$ cat src/rtl/conv3x3_mac_pipe.sv
// conv3x3_mac_pipe: three-stage pipelined 3x3 signed convolution MAC.
//   S1 registers the nine pixel*coef products, S2 their sum, S3 the shifted,
//   optionally ReLU-clamped and saturated result.
// Ports:
//   clk, rst                    clock, synchronous active-high reset
//   in_valid / in_ready         input beat handshake (in_ready is combinational)
//   in1, in2, in3               pixel rows 0..2, col0 in the low slice
//   coef_we/coef_addr/coef_data runtime kernel write (index row*3+col, 0..8)
//   relu_en                     per-beat ReLU enable, captured with the beat
//   out_valid / out_ready       result handshake
//   out, out_sat                signed result and saturation flag
module conv3x3_mac_pipe #(
  parameter int unsigned DATA_W = 13,
  parameter int unsigned COEF_W = 8,
  parameter int unsigned OUT_W  = 13,
  parameter int unsigned SHIFT  = 0
) (
  input  logic                  clk,
  input  logic                  rst,
  input  logic                  in_valid,
  output logic                  in_ready,
  input  logic [3*DATA_W-1:0]   in1,
  input  logic [3*DATA_W-1:0]   in2,
  input  logic [3*DATA_W-1:0]   in3,
  input  logic                  coef_we,
  input  logic [3:0]            coef_addr,
  input  logic [COEF_W-1:0]     coef_data,
  input  logic                  relu_en,
  output logic                  out_valid,
  input  logic                  out_ready,
  output logic [OUT_W-1:0]      out,
  output logic                  out_sat
);

  localparam int unsigned PROD_W = DATA_W + COEF_W;
  localparam int unsigned ACC_W  = DATA_W + COEF_W + 4;
  localparam int unsigned NTAP   = 9;

  localparam logic signed [ACC_W-1:0] SAT_MAX = {{(ACC_W-OUT_W+1){1'b0}}, {(OUT_W-1){1'b1}}};
  localparam logic signed [ACC_W-1:0] SAT_MIN = {{(ACC_W-OUT_W+1){1'b1}}, {(OUT_W-1){1'b0}}};

  // Reset value of the kernel, index = row*3+col
  function automatic logic signed [COEF_W-1:0] dflt_coef(input int idx);
    case (idx)
      0:       return COEF_W'(2);
      1:       return COEF_W'(-2);
      2:       return COEF_W'(-1);
      3:       return COEF_W'(-1);
      4:       return COEF_W'(2);
      5:       return COEF_W'(1);
      6:       return COEF_W'(4);
      7:       return COEF_W'(5);
      default: return COEF_W'(1);
    endcase
  endfunction

  logic                     en;
  logic signed [COEF_W-1:0] coef   [NTAP];
  logic signed [DATA_W-1:0] pix_c  [NTAP];
  logic signed [PROD_W-1:0] prod_c [NTAP];
  logic signed [PROD_W-1:0] p1     [NTAP];
  logic                     v1, r1;
  logic signed [ACC_W-1:0]  sum_c;
  logic signed [ACC_W-1:0]  sum2;
  logic                     v2, r2;
  logic signed [ACC_W-1:0]  shifted_c;
  logic signed [ACC_W-1:0]  clamp_c;
  logic [OUT_W-1:0]         res_c;
  logic                     sat_c;

  // Whole pipeline advances together; a held output blocks everything behind it
  assign en       = !out_valid || out_ready;
  assign in_ready = en;

  // Unpack pixels and form the nine products against the current kernel
  always_comb begin
    for (int i = 0; i < 3; i++) begin
      pix_c[i]   = in1[i*DATA_W +: DATA_W];
      pix_c[3+i] = in2[i*DATA_W +: DATA_W];
      pix_c[6+i] = in3[i*DATA_W +: DATA_W];
    end
    for (int i = 0; i < int'(NTAP); i++) begin
      prod_c[i] = PROD_W'(pix_c[i]) * PROD_W'(coef[i]);
    end
  end

  // Adder tree; ACC_W leaves headroom for nine full-scale products
  always_comb begin
    sum_c = '0;
    for (int i = 0; i < int'(NTAP); i++) begin
      sum_c = sum_c + ACC_W'(p1[i]);
    end
  end

  // Shift, ReLU, then saturate; ReLU zeroing is not a clip
  always_comb begin
    shifted_c = sum2 >>> SHIFT;
    clamp_c   = shifted_c;
    sat_c     = 1'b0;
    if (r2 && shifted_c[ACC_W-1]) begin
      clamp_c = '0;
    end else if (shifted_c > SAT_MAX) begin
      clamp_c = SAT_MAX;
      sat_c   = 1'b1;
    end else if (shifted_c < SAT_MIN) begin
      clamp_c = SAT_MIN;
      sat_c   = 1'b1;
    end
    res_c = OUT_W'(clamp_c);
  end

  // Control path, kernel storage and output register
  always_ff @(posedge clk) begin
    if (rst) begin
      v1        <= 1'b0;
      v2        <= 1'b0;
      out_valid <= 1'b0;
      out       <= '0;
      out_sat   <= 1'b0;
      for (int i = 0; i < int'(NTAP); i++) begin
        coef[i] <= dflt_coef(i);
      end
    end else begin
      // Kernel writes land at the edge, so a beat accepted this edge sees the old kernel
      if (coef_we && (coef_addr <= 4'd8)) begin
        coef[coef_addr] <= coef_data;
      end
      if (en) begin
        v1        <= in_valid;
        v2        <= v1;
        out_valid <= v2;
        if (v2) begin
          out     <= res_c;
          out_sat <= sat_c;
        end
      end
    end
  end

  // Datapath registers; contents only matter when the matching valid is set
  always_ff @(posedge clk) begin
    if (en) begin
      p1   <= prod_c;
      r1   <= relu_en;
      sum2 <= sum_c;
      r2   <= r1;
    end
  end

endmodule

$ cat config.mk
export PLATFORM = sky130hd
export DESIGN_NAME = conv3x3_mac_pipe
export DESIGN_NICKNAME = d
export VERILOG_FILES = /design/src/rtl/conv3x3_mac_pipe.sv
export SDC_FILE = /design/constraint.sdc
export NUM_CORES = 2
export LEC_CHECK = 0
export BUFFER_PORTS_ARGS = -buffer_cell sky130_fd_sc_hd__buf_2
export CAP_MARGIN = 20
export CORE_UTILIZATION = 50
export CTS_BUF_LIST = sky130_fd_sc_hd__clkbuf_16
export DETAILED_ROUTE_END_ITERATION = 8
export PLACE_DENSITY = 0.66
export SLEW_MARGIN = 20
export SYNTH_ARGS = -nofsm -noshare
export SYNTH_HDL_FRONTEND = slang
export SYNTH_SLANG_ARGS = --single-unit
$ cat constraint.sdc
create_clock -name clk -period 11.5 [get_ports clk]
set_clock_uncertainty 0.1 [all_clocks]
set_input_delay 0 -clock clk [delete_from_list [all_inputs] [get_ports clk]]
set_output_delay 0 -clock clk [all_outputs]
set_load 0.02 [all_outputs]
==> impl_metrics.tcl <==
set metrics [dict create \
    synth_area_per_cell_um2 9.95 \
    vias_per_cell 5.12 \
    endpoint_kind "register" \
    drive_gt1_frac 0.0508 \
    grt_setup_unrepaired "false" \
    hold_slack_ns 0.0353 \
    ant_nets 0 \
    fp.coreArea_um2 96900 \
    dr_total_vias 32607 \
    grt_start_max_net_pins 81 \
    cts_tree "done" \
    drc 72 \
    gp_congestion 0.929 \
    hp-class "input port to register" \
    root_buffer "clkbuf_16" \
    start_kind "register" \
    yosysSeqAreaShare 0.184 \
    syn_nets 6341 \
    wire_per_inst_um 18.1 \
    syn_inst 4915 \
    num-fill-cells 8737 \
    grt_antenna_before_repair 12 \
    ys_types 66 \
    fmax_ghz 0.186 \
    drt_wl_total_um 115000 \
    drtPass1Iterations 9 \
    seqCellArea_um2 8990 \
    cts-buffers-inserted 37 \
    place_inst 6257 \
    fin_crit_sh 0.466 \
    crit_fanout 13 \
    synth_edf_count 288 \
    max_cap_viol_count 0 \
    path_class "register to register" \
    yosys_warnings 0 \
    io_buffers 150 \
    ff2ff_setup_slack_ns 6.14 \
    cts.clk_slew.worst_paths_ns 0.06 \
    clock-sinks 305 \
    async_flop_share 0 \
    fin_nets 6477 \
    fin_util 0.543 \
    ys.flop_type "edfxtp_1" \
    final_cell_mix "1265 x inv_1, 915 x fa_1, 689 x and2_1" \
    status "finished with violations" \
    synth_area_leaders "fa_1 37%, edfxtp_1 18%, inv_1 9.7%, ha_1 9.6%, and2_1 8.8%" \
    critPathArrivalTime_ns 5.58 \
    relSlewSlack 0.306 \
    synthesis.area_um2 48900 \
    syn_to_final_growth_pct 7.40 \
    violations "design-rule violations" \
    ys_seq_elements 305 \
    grt_pass1_vias 34558 \
    synth_top_area_share 0.374 \
    clockBufferDepth 3 \
    num_rows 114 \
    layout_commonest_cell "inv_1" \
    grt.total_usage 0.245 \
    ios 151 \
    die_w_um 315 \
    clk_latency_ns 0.57 \
    h-tree-depth 2 \
    cts_setup_buffers 0 \
    multiInputGateArea_um2 34900 \
    setup_viol 0 \
    slew_viol_final 0 \
    cp.required_ns 11.71 \
    tightestPinTransition_ns 1.04 \
    grt_pass1_wl_um 187000 \
    timing.setup.tns_ns 0 \
    synth_area_leader_cell "fa_1" \
    drt_iter0_markers 1862 \
    min_period_ns 5.36 \
    die_h_um 315 \
    overflow 0 \
    hold_viol_final 0 \
    final_cells 6371 \
    die-area_um2 99100 \
    start_util 0.505 \
    dp_hpwl_um 95200 \
]
==> routing by layer <==
| metal | GRT usage | vias up | share of wire |
|---|---|---|---|
| li1 | - | 15191 | - |
| met1 | 0.326 | 16546 | 0.42 |
| met2 | 0.418 | 729 | 0.50 |
| met3 | 0.0330 | 141 | 0.053 |
| met4 | 0.0676 | 0 | 0.023 |
| met5 | 0 | - | 0 |
==> critical path, stage by stage, from the launching register on <==
cell and delay, ns:
edfxtp_1 0.59, and2_1 0.25, fa_1 0.51, fa_1 0.52, fa_1 0.51, inv_1 0.05
fa_1 0.47, inv_1 0.04, ha_1 0.19, or3_1 0.41, a311o_2 0.37, a221oi_4 0.31
o21ai_2 0.12, and4b_1 0.19, or4_1 0.48
==> stage by stage <==
stage	instance area [um2]	setup WS [ns]
floorplan	48900	2.56
global placement	51000	6.22
detailed placement	51000	6.14
CTS	52500	6.15
global route	52500	5.89
finish	52500	6.14
==> registers in the layout, indices dropped and copies added, names as in the netlist <==
| register | cells |
|---|---|
| v2 | 1 |
| out_valid | 1 |
| out | 13 |
| r1 | 1 |
| shifted_c | 25 |
| coef | 72 |
| p1 | 189 |
| v1 | 1 |
| out_sat | 1 |
| r2 | 1 |
==> synthesized netlist by cell type (4+ instances only) <==
| cell type | count |
|---|---|
| inv_1 | 1258 |
| fa_1 | 915 |
| and2_1 | 689 |
| ha_1 | 376 |
| edfxtp_1 | 288 |
| nand2_1 | 249 |
| nor2_1 | 184 |
| xnor2_1 | 159 |
| a21oi_1 | 109 |
| clkbuf_1 | 87 |
| o21ai_0 | 85 |
| a21o_1 | 53 |
| nand2b_1 | 50 |
| nor3_1 | 34 |
| xor2_1 | 31 |
| nor2b_1 | 29 |
| or2_2 | 28 |
| o21a_1 | 26 |
| nand3_1 | 22 |
| o21bai_1 | 19 |
| or3_1 | 18 |
| dfxtp_1 | 17 |
| a211oi_1 | 16 |
| and3_1 | 16 |
| a31oi_1 | 14 |
| a21boi_0 | 11 |
| nand4_1 | 11 |
| o31ai_1 | 9 |
| o2111ai_1 | 8 |
| o211ai_1 | 8 |
| nand3b_1 | 7 |
| nor3b_1 | 7 |
| nor4_1 | 7 |
| a221oi_1 | 6 |
| mux2i_1 | 6 |
| o311ai_0 | 5 |
| or4_1 | 5 |
| a41oi_1 | 4 |
==> final cells by class <==
| cell class | count | share of cell area |
|---|---|---|
| Multi-Input combinational cell | 3262 | 0.664 |
| Inverter | 1259 | 0.0899 |
| Sequential cell | 305 | 0.171 |
| Antenna cell | 16 | 0.000762 |
| Timing Repair Buffer | 186 | 0.0209 |
| Clock inverter | 30 | 0.00529 |
| Tap cell | 1276 | 0.0304 |
| Clock buffer | 37 | 0.0176 |
==> cells by family (layout without fill, tap and decap cells) <==
family | count (synthesis) | count (layout) | share of synthesized area
muxes | 6 | 6 | 0.00123
and+or+nand+nor | 1366 | 1366 | 0.152
other | 0 | 16 | 0
adders and majority gates | 1291 | 1291 | 0.471
AOI/OAI and AO/OA | 409 | 409 | 0.0549
DFF | 305 | 305 | 0.184
xor gates and xnor gates | 190 | 190 | 0.0340
buffers and inverters | 1348 | 1512 | 0.103
==> repair_timing <==
item,4_1_cts,5_1_grt
gates resized for setup,0,0
hold endpoints to repair,45,0
hold buffers,31,0
==> path summary, 6_finish.rpt <==
path | startpoint | endpoint | cells after the start
max reg2reg | coef[0][2]$_SDFFCE_PN0P_ | p1[187]$_DFFE_PN_ | 14
max | coef[0][2]$_SDFFCE_PN0P_ | p1[187]$_DFFE_PN_ | 14
min | in1[27] | p1[127]$_DFFE_PN_ | 3
min reg2reg | out[4]$_SDFFE_PP0P_ | out[4]$_SDFFE_PP0P_ | 2
Power is left out: the tool's default activity adds up to more than one toggle a clock period on the data nets, which glitch-free logic cannot reach.
